$ cat src/rtl/seg7_scan_driver.sv
// Time-multiplexed driver for an 8-digit common-anode seven-segment display.
// It blanks anodes at each slot start, updates data only at frame boundaries, and can suppress leading zeros.
module seg7_scan_driver #(
    parameter int unsigned SCAN_DIV     = 100000,
    parameter int unsigned BLANK_CYCLES = 1000
) (
    input  logic        clk,
    input  logic        rst_n,
    input  logic        en,
    input  logic        load,
    input  logic [31:0] din,
    input  logic [7:0]  dp,
    input  logic        lz_en,
    output logic [7:0]  seg_n,
    output logic [7:0]  an_n
);

    localparam int unsigned CNT_W    = (SCAN_DIV > 2) ? $clog2(SCAN_DIV) : 1;
    localparam int unsigned DIGITS   = 8;
    localparam int unsigned IDX_W    = 3;
    localparam int unsigned NIB_W    = 4;

    localparam logic [CNT_W-1:0] CNT_LAST  = CNT_W'(SCAN_DIV - 1);
    localparam logic [CNT_W-1:0] CNT_BLANK = CNT_W'(BLANK_CYCLES);
    localparam logic [IDX_W-1:0] IDX_LAST  = IDX_W'(DIGITS - 1);

    typedef struct packed {
        logic [31:0] data;
        logic [7:0]  dp;
    } disp_t;

    // Active-high gfedcba pattern for one hex nibble.
    function automatic logic [6:0] hex7(input logic [3:0] n);
        hex7 = 7'h00;
        case (n)
            4'h0: hex7 = 7'h3F;
            4'h1: hex7 = 7'h06;
            4'h2: hex7 = 7'h5B;
            4'h3: hex7 = 7'h4F;
            4'h4: hex7 = 7'h66;
            4'h5: hex7 = 7'h6D;
            4'h6: hex7 = 7'h7D;
            4'h7: hex7 = 7'h07;
            4'h8: hex7 = 7'h7F;
            4'h9: hex7 = 7'h6F;
            4'hA: hex7 = 7'h77;
            4'hB: hex7 = 7'h7C;
            4'hC: hex7 = 7'h39;
            4'hD: hex7 = 7'h5E;
            4'hE: hex7 = 7'h79;
            4'hF: hex7 = 7'h71;
            default: hex7 = 7'h00;
        endcase
    endfunction

    logic [CNT_W-1:0] cnt_q;
    logic [IDX_W-1:0] idx_q;
    disp_t            pend_q;
    disp_t            disp_q;

    logic             slot_wrap;
    logic             frame_wrap;
    disp_t            din_pkt;

    logic [NIB_W-1:0] nib [DIGITS];
    logic [DIGITS-1:0] lz_blank;
    logic             zero_run;

    logic [7:0]       seg_d;
    logic [7:0]       an_d;

    assign slot_wrap  = (cnt_q == CNT_LAST);
    assign frame_wrap = slot_wrap && (idx_q == IDX_LAST);
    assign din_pkt    = '{data: din, dp: dp};

    // Slot counter and digit index.
    always_ff @(posedge clk or negedge rst_n) begin
        if (!rst_n) begin
            cnt_q <= '0;
            idx_q <= '0;
        end else if (slot_wrap) begin
            cnt_q <= '0;
            idx_q <= idx_q + IDX_W'(1);
        end else begin
            cnt_q <= cnt_q + CNT_W'(1);
        end
    end

    // Pending capture; the latest load wins.
    always_ff @(posedge clk or negedge rst_n) begin
        if (!rst_n) begin
            pend_q <= '0;
        end else if (load) begin
            pend_q <= din_pkt;
        end
    end

    // Frame-synchronous display update, bypassing pending when a load lands on the boundary.
    always_ff @(posedge clk or negedge rst_n) begin
        if (!rst_n) begin
            disp_q <= '0;
        end else if (frame_wrap) begin
            disp_q <= load ? din_pkt : pend_q;
        end
    end

    always_comb begin
        for (int k = 0; k < int'(DIGITS); k++) begin
            nib[k] = disp_q.data[NIB_W*k +: NIB_W];
        end
    end

    // Digit k>0 is blank when it and every more-significant nibble are zero.
    always_comb begin
        lz_blank = '0;
        zero_run = 1'b1;
        for (int k = int'(DIGITS) - 1; k >= 1; k--) begin
            zero_run    = zero_run && (nib[k] == 4'h0);
            lz_blank[k] = zero_run;
        end
    end

    always_comb begin
        an_d  = 8'hFF;
        seg_d = 8'hFF;
        if (en && (cnt_q >= CNT_BLANK)) begin
            an_d     = ~(8'b1 << idx_q);
            seg_d[7] = ~disp_q.dp[idx_q];
            if (lz_en && lz_blank[idx_q]) begin
                seg_d[6:0] = 7'h7F;
            end else begin
                seg_d[6:0] = ~hex7(nib[idx_q]);
            end
        end
    end

    always_ff @(posedge clk or negedge rst_n) begin
        if (!rst_n) begin
            seg_n <= 8'hFF;
            an_n  <= 8'hFF;
        end else begin
            seg_n <= seg_d;
            an_n  <= an_d;
        end
    end

endmodule

$ cat config.mk
export PLATFORM = sky130hd
export DESIGN_NAME = seg7_scan_driver
export DESIGN_NICKNAME = d
export VERILOG_FILES = /design/src/rtl/seg7_scan_driver.sv
export SDC_FILE = /design/constraint.sdc
export NUM_CORES = 1
export LEC_CHECK = 0
export ABC_AREA = 0
export ABC_CLOCK_PERIOD_IN_PS = 2100
export CAP_MARGIN = 10
export CORE_MARGIN = 1.5
export CORE_UTILIZATION = 45
export CTS_CLUSTER_SIZE = 30
export DETAILED_ROUTE_END_ITERATION = 8
export GPL_ROUTABILITY_DRIVEN = 0
export MAX_ROUTING_LAYER = met4
export PLACE_DENSITY = 0.69
export RECOVER_POWER = 50
export REMOVE_ABC_BUFFERS = 1
export SLEW_MARGIN = 20
export SYNTH_ARGS = -nofsm -noshare
export SYNTH_HDL_FRONTEND = slang
export SYNTH_SLANG_ARGS = --single-unit
$ cat constraint.sdc
create_clock -name clk -period 2.1 [get_ports clk]
set_input_delay 0.315 -clock clk [delete_from_list [all_inputs] [get_ports clk]]
set_output_delay 0.315 -clock clk [all_outputs]
set_load 0.01 [all_outputs]
==> impl_results.rst, run 1 <==
.. list-table::
   :header-rows: 1

   * - Metric
     - Value
   * - Die X-Extent
     - 111 um
   * - Area of placed instances
     - 6130 um2
   * - GRT busiest layer
     - met2
   * - Mean instance size in the synthesized netlist
     - 14.4 um2
   * - Cell leakage power
     - 3.16 nW
   * - Number of input and output port buffers inserted
     - 60
   * - Buffer levels on the longest clock path
     - 2
   * - Slew margin rel.
     - -3.54%
   * - Pwr/cell area
     - 878 nW/um2
   * - Setup WS post-layout
     - -0.0128 ns
   * - Violated checks
     - max-capacitance violations, max-slew violations, negative setup slack
   * - Number of synthesized flops with an enable pin
     - 0
   * - Iteration-0 DRC count of the detailed router
     - 180
   * - Achievable frequency
     - 473 MHz
   * - Unrepaired setup endpoints after global routing
     - yes
   * - Time the worst path needs with I/O delays and setup
     - ~2.1 ns
   * - Critical path capture point type
     - flip-flop
   * - Number of antenna violations at the first check in global routing
     - 0
   * - Setup CP Type
     - flip-flop to flip-flop
   * - Routed wire per std cell
     - 17.2 um
   * - Number of cells in the design after placement
     - around 570
   * - Max-cap check violation count
     - 1
   * - Status
     - finished with violations
   * - Number of vias per cell
     - 5.36
   * - Area of the die
     - 12,300 um2
   * - Slew at the pin with the worst max-slew slack
     - 1.55 ns
   * - CTS tree
     - done
   * - GRT overflow
     - 0
   * - Cells on worst reg2reg path
     - 6
   * - Period Utilization, post-route
     - 101%
   * - # hold bufs at CTS
     - 0
   * - Number of register bits inferred by synthesis
     - 116
   * - Floorplan row count
     - 39
   * - Top flip-flop cell by instance count after synthesis
     - dfrtp_1
   * - Remaining number of nets flagged by the antenna check after routing
     - 0
   * - Number of warnings issued by yosys
     - 0
   * - Final design instance area without fill
     - 6970 um2
   * - Number of sinks driven by the clock tree
     - roughly 120
   * - Final sum of negative setup slack
     - -0.0128 ns
   * - First-pass detailed-route iteration total
     - 4
   * - Cell with the biggest individual delay on the critical path
     - mux4_2
   * - Setup Slack @ Placement
     - -0.00962 ns
   * - Sequential area share after synthesis
     - 55.6%
   * - Clock latency at the later pin of the worst-skew pair
     - 0.41 ns
   * - Placed wire-length estimate after detailed placement
     - between 6000 and 7000 um
   * - Total CTS buffers
     - 17
   * - Root Driver
     - clkbuf_16
   * - Cell area after synthesis
     - 5260 um2
   * - Endpoints failing setup
     - 1
   * - Kind of path behind the tightest hold check
     - input pin to async pin
   * - Unique cell type count in the Yosys netlist
     - 45
   * - Area added between synthesis and finish
     - 32.4%
   * - Clock Skew
     - between 0.008 and 0.009 ns
   * - Final Max Tran Viols
     - 117
   * - Post-route DRC violation count
     - 0
   * - Maximum level of the CTS H-tree
     - 4
   * - Top-area cell type share of the netlist area
     - 47.6%
   * - Via count
     - 3,299
   * - Peak supply drop
     - 0.500 mV
   * - Ys async rst share
     - 100%
   * - Main area contributors after synthesis
     - dfrtp_1 48%, mux2_4 11%, mux2_2 8.6%, dfstp_2 8.0%, mux4_2 4.3%
   * - Sort of element at the start of the critical path
     - flip-flop
   * - Fin cells
     - 616
   * - Clock transition at the register clock pins on the worst setup and hold paths after CTS
     - 0.05 ns
   * - Worst EP arrival
     - 2.42 ns
   * - Leading area contributor after synthesis
     - dfrtp_1
   * - Overall die height
     - 111 um
   * - Final Hold Vio Count
     - 0
   * - Cells after Synth
     - 366
   * - Fraction of met3 tracks used by global routing
     - slightly above 5%
   * - Number of inserted diodes
     - 0
   * - Slowest cell delay on critical path
     - 0.50 ns
   * - Global Route met2 Usage
     - 28.2%
   * - Global-route wire length before repair
     - 17,200 um
   * - Vias in the first global route
     - about 3,400
   * - Core Area
     - about 11,000 um2
   * - Routed Wire Length
     - ~11,000 um
   * - Final net count
     - between 500 and 600
   * - Crit-path cells
     - clkbuf_16 -> mux4_2 -> mux2i_2 -> buf_6 -> mux2i_1 -> o221ai_1
   * - Crit path required time
     - approximately 2.4 ns
   * - GRT Resource Usage Total
     - a little under a fifth
   * - Initial core utilization
     - 46.1%
   * - Maximum number of pins on one net before global-route repair
     - around 120
   * - Share of cells above drive strength 1
     - 39.1%
   * - Met1 Use GR
     - 23.7%
   * - Highest fanout seen on the critical path
     - 12
   * - Boundary Pins
     - a little over 60
[final timing paths]
| check | from | to | slack (ns) |
|---|---|---|---|
| hold / removal | rst_n | pend_q[10]$_DFF_PN0_ | 0.38 |
| setup reg to reg | idx_q[0]$_DFFE_PN0N_ | seg_n[5]$_DFF_PN1_ | -0.01 |
| max in group asynchronous | rst_n | idx_q[0]$_DFFE_PN0N_ | 0.60 |
| hold reg to reg | pend_q[1]$_DFF_PN0_ | pend_q[1]$_DFF_PN0_ | 0.49 |
| min in group clk | pend_q[1]$_DFF_PN0_ | pend_q[1]$_DFF_PN0_ | 0.49 |
| setup / recovery | idx_q[0]$_DFFE_PN0N_ | seg_n[5]$_DFF_PN1_ | -0.01 |
[routing by layer]
metal	vias up	share of wire, %
li1	1494	-
met1	1692	45
met2	95	49
met3	18	4.6
met4	0	1.7
met5	-	0
[final cells by class]
cell class	instances	area (um2)
Sequential cell	116	2920
Inverter	9	33.8
Fill cell	882	4450
Clock buffer	23	478
Clock inverter	9	198
Multi-Input combinational cell	225	2270
Timing Repair Buffer	91	881
Tap cell	143	179
[where the power goes]
part | switching [mW] | total (mW) | leakage [nW] | internal (mW)
combinational | 0.171 | 0.414 | 1.42 | 0.243
sequential | 0.0523 | 2.41 | 1.41 | 2.36
clock | 0.977 | 3.29 | 0.327 | 2.32
total | 1.20 | 6.11 | 3.16 | 4.91
[synth_stat cells, drive strengths merged (5+ instances only)]
library cell,instances
nand2,24
inv,9
mux4,10
nand3,12
nor3,5
xnor2,7
nor4,11
dfstp,16
buf,14
dfrtp,100
mux2,80
xor2,9
nor2,13
mux2i,6
ha,14
[critical path, delay by kind of cell (launching register included)]
family / cells / cell delay (ns)
muxes: 3 / 1.05
DFF: 1 / 0.42
buffers and inverters: 2 / 0.37
AOI/OAI and AO/OA: 1 / 0.17
[what timing repair did]
action / 4_1_cts / 5_1_grt
setup endpoints to repair: 1 / 32
buffers inserted: 3 / 6
cloned: 0 / 2
pin swaps: 0 / 6
gates resized for setup: 0 / 19
[through the flow]
stage / util, % / power [mW] / hold WS (ns)
floorplan: - / 2.63 / 0.0194
global placement: 53.7 / 2.83 / 0.446
detailed placement: 53.7 / 2.84 / 0.459
CTS: 59.8 / 6.15 / 0.0153
global route: 61.0 / 6.31 / 0.510
finish: 61.0 / 6.11 / 0.375
[cells by family (layout without fill, tap and decap cells)]
family	count (synthesis)	after routing	share of synthesized area [%]
flops	116	116	55.6
mux	96	96	25.4
simple gates	79	79	7.68
buf+inv	25	132	2.54
compound gates	19	19	2.64
xor+xnor	16	16	2.66
fa+ha+maj	15	15	3.52
[placed cells by master (no fill, tap or decap), types with 7 or more instances in the layout]
| master | synthesis | routed |
|---|---|---|
| buf_4 | 1 | 22 |
| nor4_1 | 9 | 9 |
| xor2_1 | 9 | 9 |
| ha_1 | 14 | 10 |
| dfrtp_1 | 100 | 99 |
| xnor2_1 | 7 | 7 |
| nand2_1 | 23 | 23 |
| mux2_2 | 40 | 38 |
| clkdlybuf4s50_1 | 0 | 58 |
| dfstp_2 | 16 | 16 |
| mux4_2 | 10 | 10 |
| nand3_1 | 12 | 12 |
| mux2_4 | 40 | 40 |
| nor2_1 | 13 | 13 |
| clkbuf_16 | 0 | 18 |
[state kept, by name, summed over array words and instances, names as in the netlist]
name / flops
an_n: 8
seg_n: 8
pend_q: 40
disp_q: 40
idx_q: 3
cnt_q: 17
Note: power is estimated with default switching activity, not from simulation.
==> run 2: changes to the inputs <==
--- a/config.mk
+++ b/config.mk
@@ -17,6 +17,7 @@
 export PLACE_DENSITY = 0.69
 export RECOVER_POWER = 50
 export REMOVE_ABC_BUFFERS = 1
+export SETUP_SLACK_MARGIN = 0.3
 export SLEW_MARGIN = 20
 export SYNTH_ARGS = -nofsm -noshare
 export SYNTH_HDL_FRONTEND = slang
==> impl_results.rst, run 2 (synthesized netlist as in run 1, its figures left out) <==
.. list-table::
   :header-rows: 1

   * - Metric
     - Value
   * - Area of placed instances
     - 6130 um2 (unchanged)
   * - Number of input and output port buffers inserted
     - 60 (unchanged)
   * - GRT Resource Usage Total
     - 20.6% (+2.1 points)
   * - Violated checks
     - max-slew violations, negative setup slack
   * - Multi-input logic area
     - 2370 um2 (+4.2%)
   * - Global-route wire length before repair
     - 18,900 um (+9.8%)
   * - # hold bufs at CTS
     - 0 (unchanged)
   * - Setup CP Type
     - flip-flop to flip-flop
   * - Floorplan row count
     - 39 (unchanged)
   * - Status
     - finished with violations
   * - Cell with the biggest individual delay on the critical path
     - or4_4
   * - Initial core utilization
     - 46.1% (unchanged)
   * - Max-cap check violation count
     - 0 (-1)
   * - Number of inserted diodes
     - 0 (unchanged)
   * - Remaining number of nets flagged by the antenna check after routing
     - 0 (unchanged)
   * - Period Utilization, post-route
     - 101% (about the same)
   * - Most frequent cells in the layout
     - 97 x dfrtp_1, 55 x clkdlybuf4s50_1, 40 x mux2_2, 40 x mux2_4, 30 x buf_4
   * - Layout Utilization
     - 64.7% (+3.7 points)
   * - Post-route DRC violation count
     - 0 (unchanged)
   * - GRT overflow
     - 0 (unchanged)
   * - CTS tree
     - done
   * - Total power after layout
     - 6.17 mW (+0.84%)
   * - Setup WS post-layout
     - -0.0123 ns (+0.000490 ns)
   * - Routed wire per std cell
     - 18.8 um (+9.0%)
   * - Endpoints failing setup
     - 5 (+4)
   * - Number of antenna violations at the first check in global routing
     - 0 (unchanged)
   * - Clock transition at the register clock pins on the worst setup and hold paths after CTS
     - 0.06 ns (about the same)
   * - Kind of path behind the tightest hold check
     - input pin to async pin
   * - Final Max Tran Viols
     - 116 (-0.85%)
   * - Area added between synthesis and finish
     - 40.5%
   * - Highest fanout seen on the critical path
     - 8 (-4)
   * - Peak supply drop
     - 0.620 mV (+24%)
   * - Number of vias per cell
     - 5.36 (about the same)
   * - Share of cells above drive strength 1
     - 45.4% (+6.3 points)
   * - Core Area
     - 11,400 um2 (unchanged)
   * - Sort of element at the start of the critical path
     - flip-flop
   * - Via count
     - 3,422 (+3.7%)
   * - Worst EP arrival
     - 2.41 ns (about the same)
   * - Clock latency at the later pin of the worst-skew pair
     - 0.42 ns (about the same)
   * - WP buf/inv
     - 2 (unchanged)
   * - Maximum number of pins on one net before global-route repair
     - 117 (unchanged)
   * - Placed wire-length estimate after detailed placement
     - 6750 um (unchanged)
   * - Pwr/cell area
     - 834 nW/um2 (-5.0%)
   * - Clock Skew
     - 0.0139 ns (+0.00565 ns)
   * - Routed Wire Length
     - 12,000 um (+13%)
   * - Die X-Extent
     - 111 um (unchanged)
   * - Area of the die
     - 12,300 um2 (unchanged)
   * - Critical path capture point type
     - flip-flop
   * - Crit-path cells
     - or4_4 -> nor4_4 -> nand2_4 -> buf_12 -> buf_16 -> mux2_4
   * - Total CTS buffers
     - 17 (unchanged)
   * - Root Driver
     - clkbuf_16
   * - Buffer levels on the longest clock path
     - 2 (unchanged)
   * - Iteration-0 DRC count of the detailed router
     - 152 (-16%)
   * - Slew margin rel.
     - -1.01% (+2.5 points)
   * - Sequential Area
     - 2930 um2 (about the same)
   * - Time the worst path needs with I/O delays and setup
     - 2.11 ns (-0.000490 ns)
   * - Final Hold Vio Count
     - 0 (unchanged)
   * - Final net count
     - 542 (+4.4%)
   * - Achievable frequency
     - 473 MHz (about the same)
   * - Number of sinks driven by the clock tree
     - 116 (unchanged)
   * - Crit path required time
     - 2.40 ns (about the same)
   * - Maximum level of the CTS H-tree
     - 4 (unchanged)
   * - Count of fill cells added during filler insertion
     - 808 (-8.4%)
   * - Slew at the pin with the worst max-slew slack
     - 1.52 ns (-0.0380 ns)
   * - Final design instance area without fill
     - 7390 um2 (+6.1%)
   * - Critical path's top delay family
     - simple AND/OR/NAND/NOR gates
   * - Largest registers ranked by flip-flop count
     - disp_q x40, pend_q x40, cnt_q x17
   * - Most common cell after layout, fill and taps aside
     - dfrtp_1
   * - Overall die height
     - 111 um (unchanged)
   * - Slowest cell delay on critical path
     - 0.56 ns (+0.06 ns)
   * - Vias in the first global route
     - 3,578 (+6.8%)
   * - Boundary Pins
     - 61 (unchanged)
   * - Unrepaired setup endpoints after global routing
     - yes
   * - Cell leakage power
     - 3.36 nW (+6.3%)
   * - First-pass detailed-route iteration total
     - 4 (unchanged)
[run 2: path summary, 6_finish.rpt]
check	startpoint	cells after the start	slack, ns	endpoint
worst max-delay path	cnt_q[13]$_DFF_PN0_	6	-0.01	disp_q[30]$_DFFE_PN0P_
min in group clk	load	3	0.48	pend_q[13]$_DFF_PN0_
worst min-delay path	rst_n	2	0.38	disp_q[13]$_DFFE_PN0P_
worst max register to register	cnt_q[13]$_DFF_PN0_	6	-0.01	disp_q[30]$_DFFE_PN0P_
worst min register to register	pend_q[1]$_DFF_PN0_	1	0.50	pend_q[1]$_DFF_PN0_
max in group asynchronous	rst_n	2	0.63	cnt_q[1]$_DFF_PN0_
[run 2: worst reg2reg max path: cells and delay by family (launching register included)]
family | cells | cell delay, ns
simple gates | 3 | 0.99
flops | 1 | 0.39
mux | 1 | 0.30
buf+inv | 2 | 0.31
[run 2: what timing repair did]
action | 4_1_cts | 5_1_grt
resized for setup | 29 | 38
cloned | 5 | 1
pin swaps | 12 | 10
endpoints found under the setup margin | 47 | 70
setup buffers | 18 | 10
[run 2: power breakdown]
part           internal [mW]  switching (mW)
Sequential              2.36          0.0545
Combinational          0.258           0.185
Clock                   2.31           0.998
[run 2: area by class of cell]
| type | count | share of cell area [%] |
|---|---|---|
| sequential | 116 | 39.6 |
| multi-input combinational | 225 | 32.1 |
| timing repair buffer | 114 | 16.3 |
| clock buffer | 23 | 6.46 |
| clock inverter | 9 | 2.67 |
| tap | 143 | 2.42 |
| inverter | 9 | 0.525 |
[run 2: per-layer routing]
metal	global-route usage [%]	up-vias	routed length, um
li1	-	1541	-
met1	26.1	1768	5180
met2	31.7	97	6110
met3	4.98	16	512
met4	8.95	0	193
met5	-	-	0
[run 2: per-stage QoR]
step | TNS, ns | hold slack [ns] | std cells | setup slack, ns
final | -0.0304 | 0.384 | 639 | -0.0123
after global routing | -1.26 | 0.510 | 639 | -0.0796
after CTS | 0 | 0.0153 | 628 | 0.0480
after detailed placement | -0.00962 | 0.459 | 573 | -0.00962
after global placement | 0 | 0.446 | 573 | 0.0170
after floorplan | -18.10 | 0.0194 | 350 | -0.408
==> run 3: changes to the inputs <==
--- a/config.mk
+++ b/config.mk
@@ -9,12 +9,12 @@
 export ABC_CLOCK_PERIOD_IN_PS = 2100
 export CAP_MARGIN = 10
 export CORE_MARGIN = 1.5
-export CORE_UTILIZATION = 45
+export CORE_UTILIZATION = 50
 export CTS_CLUSTER_SIZE = 30
 export DETAILED_ROUTE_END_ITERATION = 8
 export GPL_ROUTABILITY_DRIVEN = 0
 export MAX_ROUTING_LAYER = met4
-export PLACE_DENSITY = 0.69
+export PLACE_DENSITY = 0.75
 export RECOVER_POWER = 50
 export REMOVE_ABC_BUFFERS = 1
 export SETUP_SLACK_MARGIN = 0.3
==> impl_results.rst, run 3 (synthesized netlist as in run 1, its figures left out) <==
.. list-table::
   :header-rows: 1

   * - Metric
     - Value
   * - Status
     - finished with violations
   * - Violated checks
     - negative setup slack
   * - Die X-Extent
     - 106 um (-5.0%)
   * - Share of cells above drive strength 1
     - 41.2% (-4.2 points)
   * - First-pass detailed-route iteration total
     - 4 (unchanged)
   * - Area of the die
     - 11,100 um2 (-9.7%)
   * - Number of inserted diodes
     - 0 (unchanged)
   * - Maximum number of pins on one net before global-route repair
     - 55 (-53%)
   * - Peak supply drop
     - 0.507 mV (-18%)
   * - Core Area
     - 10,300 um2 (-10%)
   * - Worst r2r src
     - idx_q[0]$_DFFE_PN0N_
   * - CTS tree
     - done
   * - Critical path capture point type
     - flip-flop
   * - Crit path required time
     - 2.54 ns (+0.14 ns)
   * - Iteration-0 DRC count of the detailed router
     - 194 (+28%)
   * - Post-route DRC violation count
     - 0 (unchanged)
   * - Initial core utilization
     - 51.2% (+5.1 points)
   * - Maximum level of the CTS H-tree
     - 4 (unchanged)
   * - Setup WS post-layout
     - -0.00545 ns (+0.00687 ns)
   * - Most frequent cells in the layout
     - 99 x dfrtp_1, 42 x clkdlybuf4s50_1, 40 x mux2_4
   * - Vias in the first global route
     - 3,724 (+4.1%)
   * - Most common cell after layout, fill and taps aside
     - dfrtp_1
   * - Final net count
     - 541 (-0.18%)
   * - Clock Skew
     - 0.00798 ns (-0.00590 ns)
   * - Total CTS buffers
     - 17 (unchanged)
   * - Time the worst path needs with I/O delays and setup
     - 2.11 ns (-0.00687 ns)
   * - Area of placed instances
     - 6150 um2 (+0.22%)
   * - Switching fraction of total power
     - 21.6% (+1.5 points)
   * - Combinational share of power
     - 7.7% (+0.5 points)
   * - Pwr/cell area
     - 795 nW/um2 (-4.6%)
   * - Achievable frequency
     - 475 MHz (+0.33%)
   * - Number of vias per cell
     - 5.41 (+0.94%)
   * - Largest registers ranked by flip-flop count
     - disp_q x40, pend_q x40, cnt_q x17
   * - Placed wire-length estimate after detailed placement
     - 6910 um (+2.4%)
   * - Clock power frac
     - 50.3% (-3.4 points)
   * - Routed Wire Length
     - 11,800 um (-1.5%)
   * - Overall die height
     - 106 um (-5.0%)
   * - GRT overflow
     - 0 (unchanged)
   * - Final Max Tran Viols
     - 0 (-100%)
   * - Layout Utilization
     - 70.2% (+5.4 points)
   * - Cell leakage power
     - 3.29 nW (-2.0%)
   * - Slew at the pin with the worst max-slew slack
     - 0.765 ns (-0.750 ns)
   * - Number of sinks driven by the clock tree
     - 116 (unchanged)
   * - Count of fill cells added during filler insertion
     - 657 (-19%)
   * - Routed wire per std cell
     - 18.7 um (-0.28%)
   * - Final sum of negative setup slack
     - -0.00545 ns (+0.0250 ns)
   * - Kind of path behind the tightest hold check
     - input pin to flip-flop
   * - Number of input and output port buffers inserted
     - 60 (unchanged)
   * - Area added between synthesis and finish
     - 37.1%
   * - Final Hold Vio Count
     - 0 (unchanged)
   * - Global-route wire length before repair
     - 19,000 um (+0.88%)
   * - Net load switching power
     - 1.24 mW (about the same)
   * - Critical Path Source
     - idx_q[0]$_DFFE_PN0N_
   * - Total internal power
     - 4.50 mW (-8.7%)
   * - Highest fanout seen on the critical path
     - 5 (-3)
   * - Part of the power in registers
     - 42.1% (+3.0 points)
   * - Clock latency at the later pin of the worst-skew pair
     - 0.52 ns (+0.10 ns)
   * - Final design instance area without fill
     - 7210 um2 (-2.5%)
   * - Buffer levels on the longest clock path
     - 2 (unchanged)
   * - Endpoints failing setup
     - 1 (-4)
   * - Boundary Pins
     - 61 (unchanged)
   * - Remaining number of nets flagged by the antenna check after routing
     - 0 (unchanged)
   * - Period Utilization, post-route
     - 100% (-0.33 points)
   * - Setup CP Type
     - flip-flop to flip-flop
   * - Number of antenna violations at the first check in global routing
     - 0 (unchanged)
   * - Via count
     - 3,411 (-0.32%)
   * - Startpoint of the most critical hold path
     - load
   * - Root Driver
     - clkbuf_8
   * - Slew margin rel.
     - 49.0% (+50 points)
   * - Worst EP arrival
     - 2.55 ns (+0.14 ns)
   * - Max-cap check violation count
     - 0 (unchanged)
   * - GRT Resource Usage Total
     - 23.3% (+2.7 points)
   * - Floorplan row count
     - 37 (-5.1%)
   * - Sort of element at the start of the critical path
     - flip-flop
   * - Unrepaired setup endpoints after global routing
     - yes
   * - Clock transition at the register clock pins on the worst setup and hold paths after CTS
     - 0.06 ns (about the same)
run 3: cell types whose count changed in the layout (fill, tap and decap cells not counted), moves of 4 or more:
cell | before | now
dlygate4sd2_1 | 0 | 16
clkdlybuf4s50_1 | 55 | 42
buf_4 | 30 | 34
mux2_2 | 40 | 27
mux2_1 | 0 | 13
buf_6 | 12 | 7
run 3: per-layer routing:
layer / vias up / GRT usage [%] / share of wire (%) / wire (um)
met3: 21 / 5.26 / 3.4 / 407
met4: 0 / 10.5 / 1.7 / 199
met1: 1752 / 28.5 / 42 / 4990
met5: - / - / 0 / 0
met2: 97 / 37.2 / 53 / 6210
li1: 1541 / - / - / -
run 3: final timing paths:
path / to / slack [ns] / cells after the start
setup reg to reg: seg_n[3]$_DFF_PN1_ / -0.005 / 8
max in group asynchronous: disp_q[12]$_DFFE_PN0P_ / 0.46 / 3
setup / recovery: seg_n[3]$_DFF_PN1_ / -0.005 / 8
min in group asynchronous: cnt_q[1]$_DFF_PN0_ / 0.40 / 2
hold reg to reg: pend_q[20]$_DFF_PN0_ / 0.50 / 1
hold / removal: pend_q[13]$_DFF_PN0_ / 0.37 / 3
run 3: worst max-delay path, stage by stage, from the launching register on:
cell	delay, ns
dfrtp_2	0.42
buf_12	0.14
mux4_2	0.54
nand2_1	0.09
and2_4	0.15
buf_6	0.11
ha_4	0.20
o211a_1	0.22
o21ai_1	0.14
run 3: per-stage QoR:
stage / cells / setup WS, ns / power (mW) / hold WS (ns)
after detailed placement: 569 / -0.0213 / 2.85 / 0.276
after global placement: 569 / 0.0123 / 2.83 / 0.273
after CTS: 624 / 0.0946 / 5.76 / 0.264
final: 631 / -0.00545 / 5.73 / 0.367
after global routing: 631 / -0.0565 / 5.91 / 0.388
after floorplan: 350 / -0.408 / 2.63 / 0.0194
run 3: cell type report:
| class | count | area (um2) | share of cell area (%) |
|---|---|---|---|
| well taps | 136 | 170 | 2.36 |
| multi-input cells | 225 | 2350 | 32.6 |
| flip-flops and latches | 116 | 2920 | 40.6 |
| inverters | 9 | 36.3 | 0.503 |
| clock inverters | 10 | 130 | 1.80 |
| clock buffers | 22 | 463 | 6.42 |
| repair buffers | 113 | 1130 | 15.7 |
run 3: power by group through the flow:
stage                     Clock, mW  Combinational (mW)  Sequential (mW)
final                          2.88               0.439             2.41
after global routing           3.01               0.477             2.42
after CTS                      2.91               0.434             2.41
after detailed placement          0               0.403             2.44
after global placement            0               0.392             2.44
after floorplan                   0               0.210             2.42
run 3: repair_timing:
action	CTS	global route
setup endpoints to repair	64	66
hold buffers	1	0
resized for setup	45	19
setup buffers	19	5
cloned	3	2
hold endpoints to repair	27	0
pin swaps	11	8
